==> config.mk <==
export PLATFORM = sky130hd
export DESIGN_NAME = sram_req_arbiter
export DESIGN_NICKNAME = d
export VERILOG_FILES = /design/src/rtl/sram_req_arbiter.sv
export SDC_FILE = /design/constraint.sdc
export NUM_CORES = 1
export LEC_CHECK = 0
export BUFFER_PORTS_ARGS = -buffer_cell sky130_fd_sc_hd__buf_4
export CORE_AREA = 2 2 124 126
export DETAILED_ROUTE_END_ITERATION = 10
export DIE_AREA = 0 0 126 128
export PLACE_DENSITY = 0.46
export SETUP_SLACK_MARGIN = 0.3
export SYNTH_ARGS = -nofsm -noshare
export SYNTH_HDL_FRONTEND = slang
export SYNTH_SLANG_ARGS = --single-unit
==> constraint.sdc <==
create_clock -name clk_i -period 1.59 [get_ports clk_i]
set_input_delay 0.0795 -clock clk_i [delete_from_list [all_inputs] [get_ports clk_i]]
set_output_delay 0.0795 -clock clk_i [all_outputs]
set_load 0.05 [all_outputs]
==> src/rtl/sram_req_arbiter.sv <==
// sram_req_arbiter: shares one SRAM-style port between inst and data masters with in-order ID tracking; ARB_RR_EN selects round-robin IDLE arbitration
// Ports: clk_i/reset_i (sync, active-high); inst_*_i / data_*_i master requests with *_addr_ok_o, *_data_ok_o, *_rdata_o responses;
//        mem_*_o shared request, mem_addr_ok_i/mem_data_ok_i/mem_rdata_i slave response; err_spurious_o sticky response-without-request flag.
module sram_req_arbiter #(
  parameter int MAX_OUTST = 2,
  parameter int ADDR_W    = 32,
  parameter int DATA_W    = 32
) (
  input  logic                clk_i,
  input  logic                reset_i,
  input  logic                inst_req_i,
  input  logic                inst_wr_i,
  input  logic [1:0]          inst_size_i,
  input  logic [ADDR_W-1:0]   inst_addr_i,
  input  logic [DATA_W-1:0]   inst_wdata_i,
  input  logic [DATA_W/8-1:0] inst_wstrb_i,
  output logic                inst_addr_ok_o,
  output logic                inst_data_ok_o,
  output logic [DATA_W-1:0]   inst_rdata_o,
  input  logic                data_req_i,
  input  logic                data_wr_i,
  input  logic [1:0]          data_size_i,
  input  logic [ADDR_W-1:0]   data_addr_i,
  input  logic [DATA_W-1:0]   data_wdata_i,
  input  logic [DATA_W/8-1:0] data_wstrb_i,
  output logic                data_addr_ok_o,
  output logic                data_data_ok_o,
  output logic [DATA_W-1:0]   data_rdata_o,
  output logic                mem_req_o,
  output logic                mem_wr_o,
  output logic [1:0]          mem_size_o,
  output logic [ADDR_W-1:0]   mem_addr_o,
  output logic [DATA_W-1:0]   mem_wdata_o,
  output logic [DATA_W/8-1:0] mem_wstrb_o,
  input  logic                mem_addr_ok_i,
  input  logic                mem_data_ok_i,
  input  logic [DATA_W-1:0]   mem_rdata_i,
  output logic                err_spurious_o
);
  localparam int PW = MAX_OUTST > 1 ? $clog2(MAX_OUTST) : 1;
  localparam int CW = $clog2(MAX_OUTST) + 1;
  typedef enum logic [1:0] {IDLE, LOCK_I, LOCK_D} state_e;
  state_e               state_q, state_d;
  logic [MAX_OUTST-1:0] fifo_q;
  logic [PW-1:0]        wp_q, rp_q;
  logic [CW-1:0]        cnt_q;
  logic                 err_q;
  logic                 pick, sel_id, full, empty, accept, pop, head;
  function automatic logic [PW-1:0] nxt(input logic [PW-1:0] p);
    return (p == PW'(MAX_OUTST - 1)) ? '0 : p + PW'(1);
  endfunction
`ifdef ARB_RR_EN
  logic last_id_q;
  // on a tie the master that did not win the last accept goes first
  assign pick = (inst_req_i & data_req_i) ? ~last_id_q : data_req_i;
  always_ff @(posedge clk_i)
    if (reset_i) last_id_q <= 1'b1;
    else if (accept) last_id_q <= sel_id;
`else
  assign pick = data_req_i;
`endif
  assign full  = cnt_q == CW'(MAX_OUTST);
  assign empty = cnt_q == '0;
  assign head  = fifo_q[rp_q];
  always_ff @(posedge clk_i)
    if (reset_i) state_q <= IDLE;
    else state_q <= state_d;
  always_comb begin
    state_d = (state_q == IDLE) ? ((mem_req_o & ~mem_addr_ok_i) ? (sel_id ? LOCK_D : LOCK_I) : IDLE)
                                : (mem_addr_ok_i ? IDLE : state_q);
  end
  always_comb begin
    sel_id         = (state_q == IDLE) ? pick : (state_q == LOCK_D);
    mem_req_o      = ~reset_i & ~full & (sel_id ? data_req_i : inst_req_i);
    mem_wr_o       = mem_req_o & (sel_id ? data_wr_i : inst_wr_i);
    mem_size_o     = mem_req_o ? (sel_id ? data_size_i : inst_size_i) : '0;
    mem_addr_o     = mem_req_o ? (sel_id ? data_addr_i : inst_addr_i) : '0;
    mem_wdata_o    = mem_req_o ? (sel_id ? data_wdata_i : inst_wdata_i) : '0;
    mem_wstrb_o    = mem_req_o ? (sel_id ? data_wstrb_i : inst_wstrb_i) : '0;
    accept         = mem_req_o & mem_addr_ok_i;
    inst_addr_ok_o = accept & ~sel_id;
    data_addr_ok_o = accept & sel_id;
    pop            = ~reset_i & mem_data_ok_i & ~empty;
    inst_data_ok_o = pop & ~head;
    data_data_ok_o = pop & head;
    inst_rdata_o   = mem_rdata_i;
    data_rdata_o   = mem_rdata_i;
    err_spurious_o = err_q;
  end
  always_ff @(posedge clk_i)
    if (reset_i) begin
      fifo_q <= '0;
      wp_q   <= '0;
      rp_q   <= '0;
      cnt_q  <= '0;
      err_q  <= 1'b0;
    end else begin
      if (accept) fifo_q[wp_q] <= sel_id;
      wp_q  <= accept ? nxt(wp_q) : wp_q;
      rp_q  <= pop ? nxt(rp_q) : rp_q;
      cnt_q <= cnt_q + CW'(accept) - CW'(pop);
      err_q <= err_q | (mem_data_ok_i & empty);
    end
endmodule

==> flow_summary.yaml <==
pwr:
  switching_power_mw: 1.94
  pwr-share-comb: 0.811
  intPower_mw: 2.05
  p_per_area_nw_per_um2: 741
  ir_worst_vdd_v: 0.000387
  p_seq_frac: 0.077
  totalPowerFinal_mw: 3.98
  switching_share: 0.486
  p_leak_nw: 2.30
  pwr-share-clk: 0.113
run_status:
  status: "complete, but fails checks"
  violations: "negative setup slack"
routing:
  wl_met3_um: 818
  top_layer_used: "met4"
  route.detailed.drc: 0
  drt_wl_total_mm: 11.1
  ant_nets: 0
  drt-initial-drc-count: 69
  met1_length_mm: 3.95
  wl_met2_mm: 6.28
  num_vias: 3010
  drt_first_pass_iters: 4
  wl_per_cell_um: 15.1
  vias_per_cell: 4.10
floorplanning:
  initial_core_util: 0.133
  die_area_sq_um: 16100
  num_rows: 45
  io_pins: 321
  coreArea_sq_um: 14900
  die_y_um: 128
  die_w_um: 126
logic_synthesis:
  synth_mux_area_frac: 0.0108
  ys_ff_latch: 9
  synthSimpleGateAreaFrac: 0.342
  synth_compound_area_frac: 0.233
  synth_cells: 357
  synth_cell_type_count: 29
  syn_avg_cell_area_sq_um: 5.53
  ys_seq_area_frac: 0.0912
  synth_top_family_by_area: "simple AND/OR/NAND/NOR gates"
  synth-warning-count: 0
  synth-adder-area-share: 0.00633
  synth_area_sq_um: 1980
  synth-xor-area-share: 0.0133
  synth_nets: 538
timing:
  min_period_over_period: 1.10
  slew_headroom: 0.827
  rsz0062_at_grt: "true"
  final.setup.worst_slack_ps: -160
  setup_viol: 72
  final-max-slew-violation-count: 0
  post-route-min-period_ps: 1750
  tightest_slew_ps: 259
  hold_viol_final: 0
  skew_ps: 1.72
  fmax_ghz: 0.571
global_routing:
  gr-usage-all-layers: 0.122
  grt_max_degree: 47
  antenna_found_initial: 0
  grt-ovfl-total: 0
  first_global_vias: 3233
  grt_pass1_wl_mm: 16.2
cells_and_area:
  finish.utilization: 0.362
  layout.nets: 729
  n_antenna_cell: 0
  syn2layout_area_growth_pct: 172
  layout-drive-gt1-share: 0.682
clocking:
  clk_pin_slew_ps: 40
  cts.sinks: 9
  clock_latency_ps: 240
  clockRootBuffer: "clkbuf_16"
  cts_max_level: 1
  clock_path_buffers: 2
  cts_tree: "built"
  cts_made_buffers: 3
critical_path:
  regToRegStartpoint: "state_q[1]"
  slowest_delay_ps: 310
  path_cells: "nor2b_4 > o21ai_4 > buf_6 > nand3_4 > buf_12 > buf_12 > a21oi_4 > buf_8"
  crit_family: "buffers and inverters"
  crit_type: "flip-flop to output pin"
  cp-start-kind: "flip-flop"
  crit_arrival_ps: 1670
  cp.buffers_inverters: 4
  crit_slowest_cell: "dfxtp_2"
  path_common_cell: "buf_12"
  crit_start: "state_q[1]"
  crit_fanout: 9
  required_ps: 1510
  end_kind: "output pin"
place:
  dp_hpwl_mm: 8.38
  dp_slack_ps: -51.5
  place.gp.congestion: 0.804
  portBuffers: 224
min_path:
  holdCritStartpoint: "mem_data_ok_i"
  hp-class: "primary input to flip-flop"
job:
  maxCapViolCount: 0
what timing repair did:
action,in CTS,in global routing
hold buffers,0,0
resized for setup,113,20
cloned,5,3
endpoints found under the hold margin,0,0
buffers inserted,5,5
pin swaps,3,5
setup endpoints to repair,80,80
synthesized netlist by cell type:
cell | count | area, sq um
o21ai_4 | 1 | 16.3
a2111oi_2 | 1 | 15.0
nor3_1 | 1 | 5.00
a41oi_1 | 1 | 8.76
xor2_1 | 1 | 8.76
nor4_1 | 1 | 6.26
o21ai_2 | 1 | 8.76
o21a_1 | 2 | 15.0
nand3_1 | 1 | 5.00
xnor2_1 | 2 | 17.5
mux2i_1 | 1 | 10.0
o31ai_1 | 1 | 7.51
o21ai_0 | 2 | 10.0
buf_2 | 14 | 70.1
ha_1 | 1 | 12.5
a21oi_1 | 74 | 370
nor2_4 | 1 | 11.3
mux2_2 | 1 | 11.3
nor2b_1 | 4 | 25.0
clkbuf_1 | 8 | 30.0
nand3_4 | 1 | 17.5
and2_1 | 3 | 18.8
o311ai_0 | 1 | 8.76
dfxtp_1 | 9 | 180
inv_1 | 5 | 18.8
nand2_1 | 145 | 544
nand2b_1 | 2 | 12.5
buf_4 | 64 | 480
nor2_1 | 8 | 30.0
cell usage in the layout, fill, tap and decap left out, drive strengths merged:
| cell | netlist | final |
|---|---|---|
| nor4 | 1 | 1 |
| nor2 | 9 | 9 |
| buf | 78 | 270 |
| ha | 1 | 1 |
| nand3 | 2 | 2 |
| dfxtp | 9 | 9 |
| nor3 | 1 | 1 |
| nand2b | 2 | 2 |
| xnor2 | 2 | 2 |
| mux2 | 1 | 1 |
| o21ai | 4 | 4 |
| clkbuf | 8 | 6 |
| xor2 | 1 | 1 |
| nand2 | 145 | 145 |
| o311ai | 1 | 1 |
| o21a | 2 | 2 |
| nor2b | 4 | 4 |
| a2111oi | 1 | 1 |
| o31ai | 1 | 1 |
| and2 | 3 | 3 |
| a21oi | 74 | 74 |
| a41oi | 1 | 1 |
| inv | 5 | 5 |
| mux2i | 1 | 1 |
power groups by stage:
stage	combinational [mW]	sequential (mW)	clock, mW
finish	3.23	0.305	0.449
global route	3.39	0.308	0.471
detailed placement	2.70	0.296	0
floorplan	2.11	0.315	0
CTS	3.14	0.303	0.458
global placement	2.68	0.295	0
worst reg2reg max path, cell delays in order, from the launching register on:
cell	delay, ps
dfxtp_2	310
nor2b_4	130
o21ai_4	140
buf_6	130
nand2_4	60
xnor2_2	150
ha_4	160
xnor2_1	130
and2_1	140
mux2_2	250
worst paths after layout:
| kind | endpoint | cells past startpoint | slack (ps) |
|---|---|---|---|
| worst min register to register | fifo_q[0] | 2 | 460 |
| worst max-delay path | mem_addr_o[10] | 8 | -160 |
| worst max register to register | cnt_q[1] | 9 | -110 |
| worst min-delay path | err_spurious_o | 3 | 110 |
sequential cells by signal, summed over array words and instances, names as in the netlist:
signal	flops
cnt_q	2
fifo_q	2
state_q	2
err_spurious_o	1
rp_q	1
wp_q	1
area by class of cell:
cell class / instances / area, sq um
inverter: 5 / 21.3
timing repair buffer: 272 / 2730
clock buffer: 4 / 78.8
sequential: 9 / 188
tap: 188 / 235
fill: 1536 / 9490
multi-input combinational: 257 / 2120
layer usage:
layer / GRT usage / vias up
met5: 0 / -
met4: 0.0181 / 0
met3: 0.0275 / 12
met2: 0.247 / 149
met1: 0.130 / 1380
li1: - / 1469
kinds of logic (layout without fill, tap and decap cells):
family                   after synthesis  in the layout
AND/OR/NAND/NOR                      167            167
XOR/XNOR                               3              3
AO/OA/AOI/OAI                         84             84
adder cells (fa/ha/maj)                1              1
multiplexers                           2              2
buffers and inverters                 91            281
flip-flops                             9              9
metrics by stage:
stage / TNS, ps / hold slack [ps] / instances / area, sq um
after floorplan: -153 / 148 / 357 / 2790
after global placement: -37.9 / 159 / 713 / 4520
after detailed placement: -60.0 / 159 / 713 / 4520
after CTS: -9480 / 108 / 727 / 5180
after global routing: -13660 / 145 / 735 / 5380
final: -9180 / 113 / 735 / 5380
Note: power is estimated with default switching activity, not from simulation.
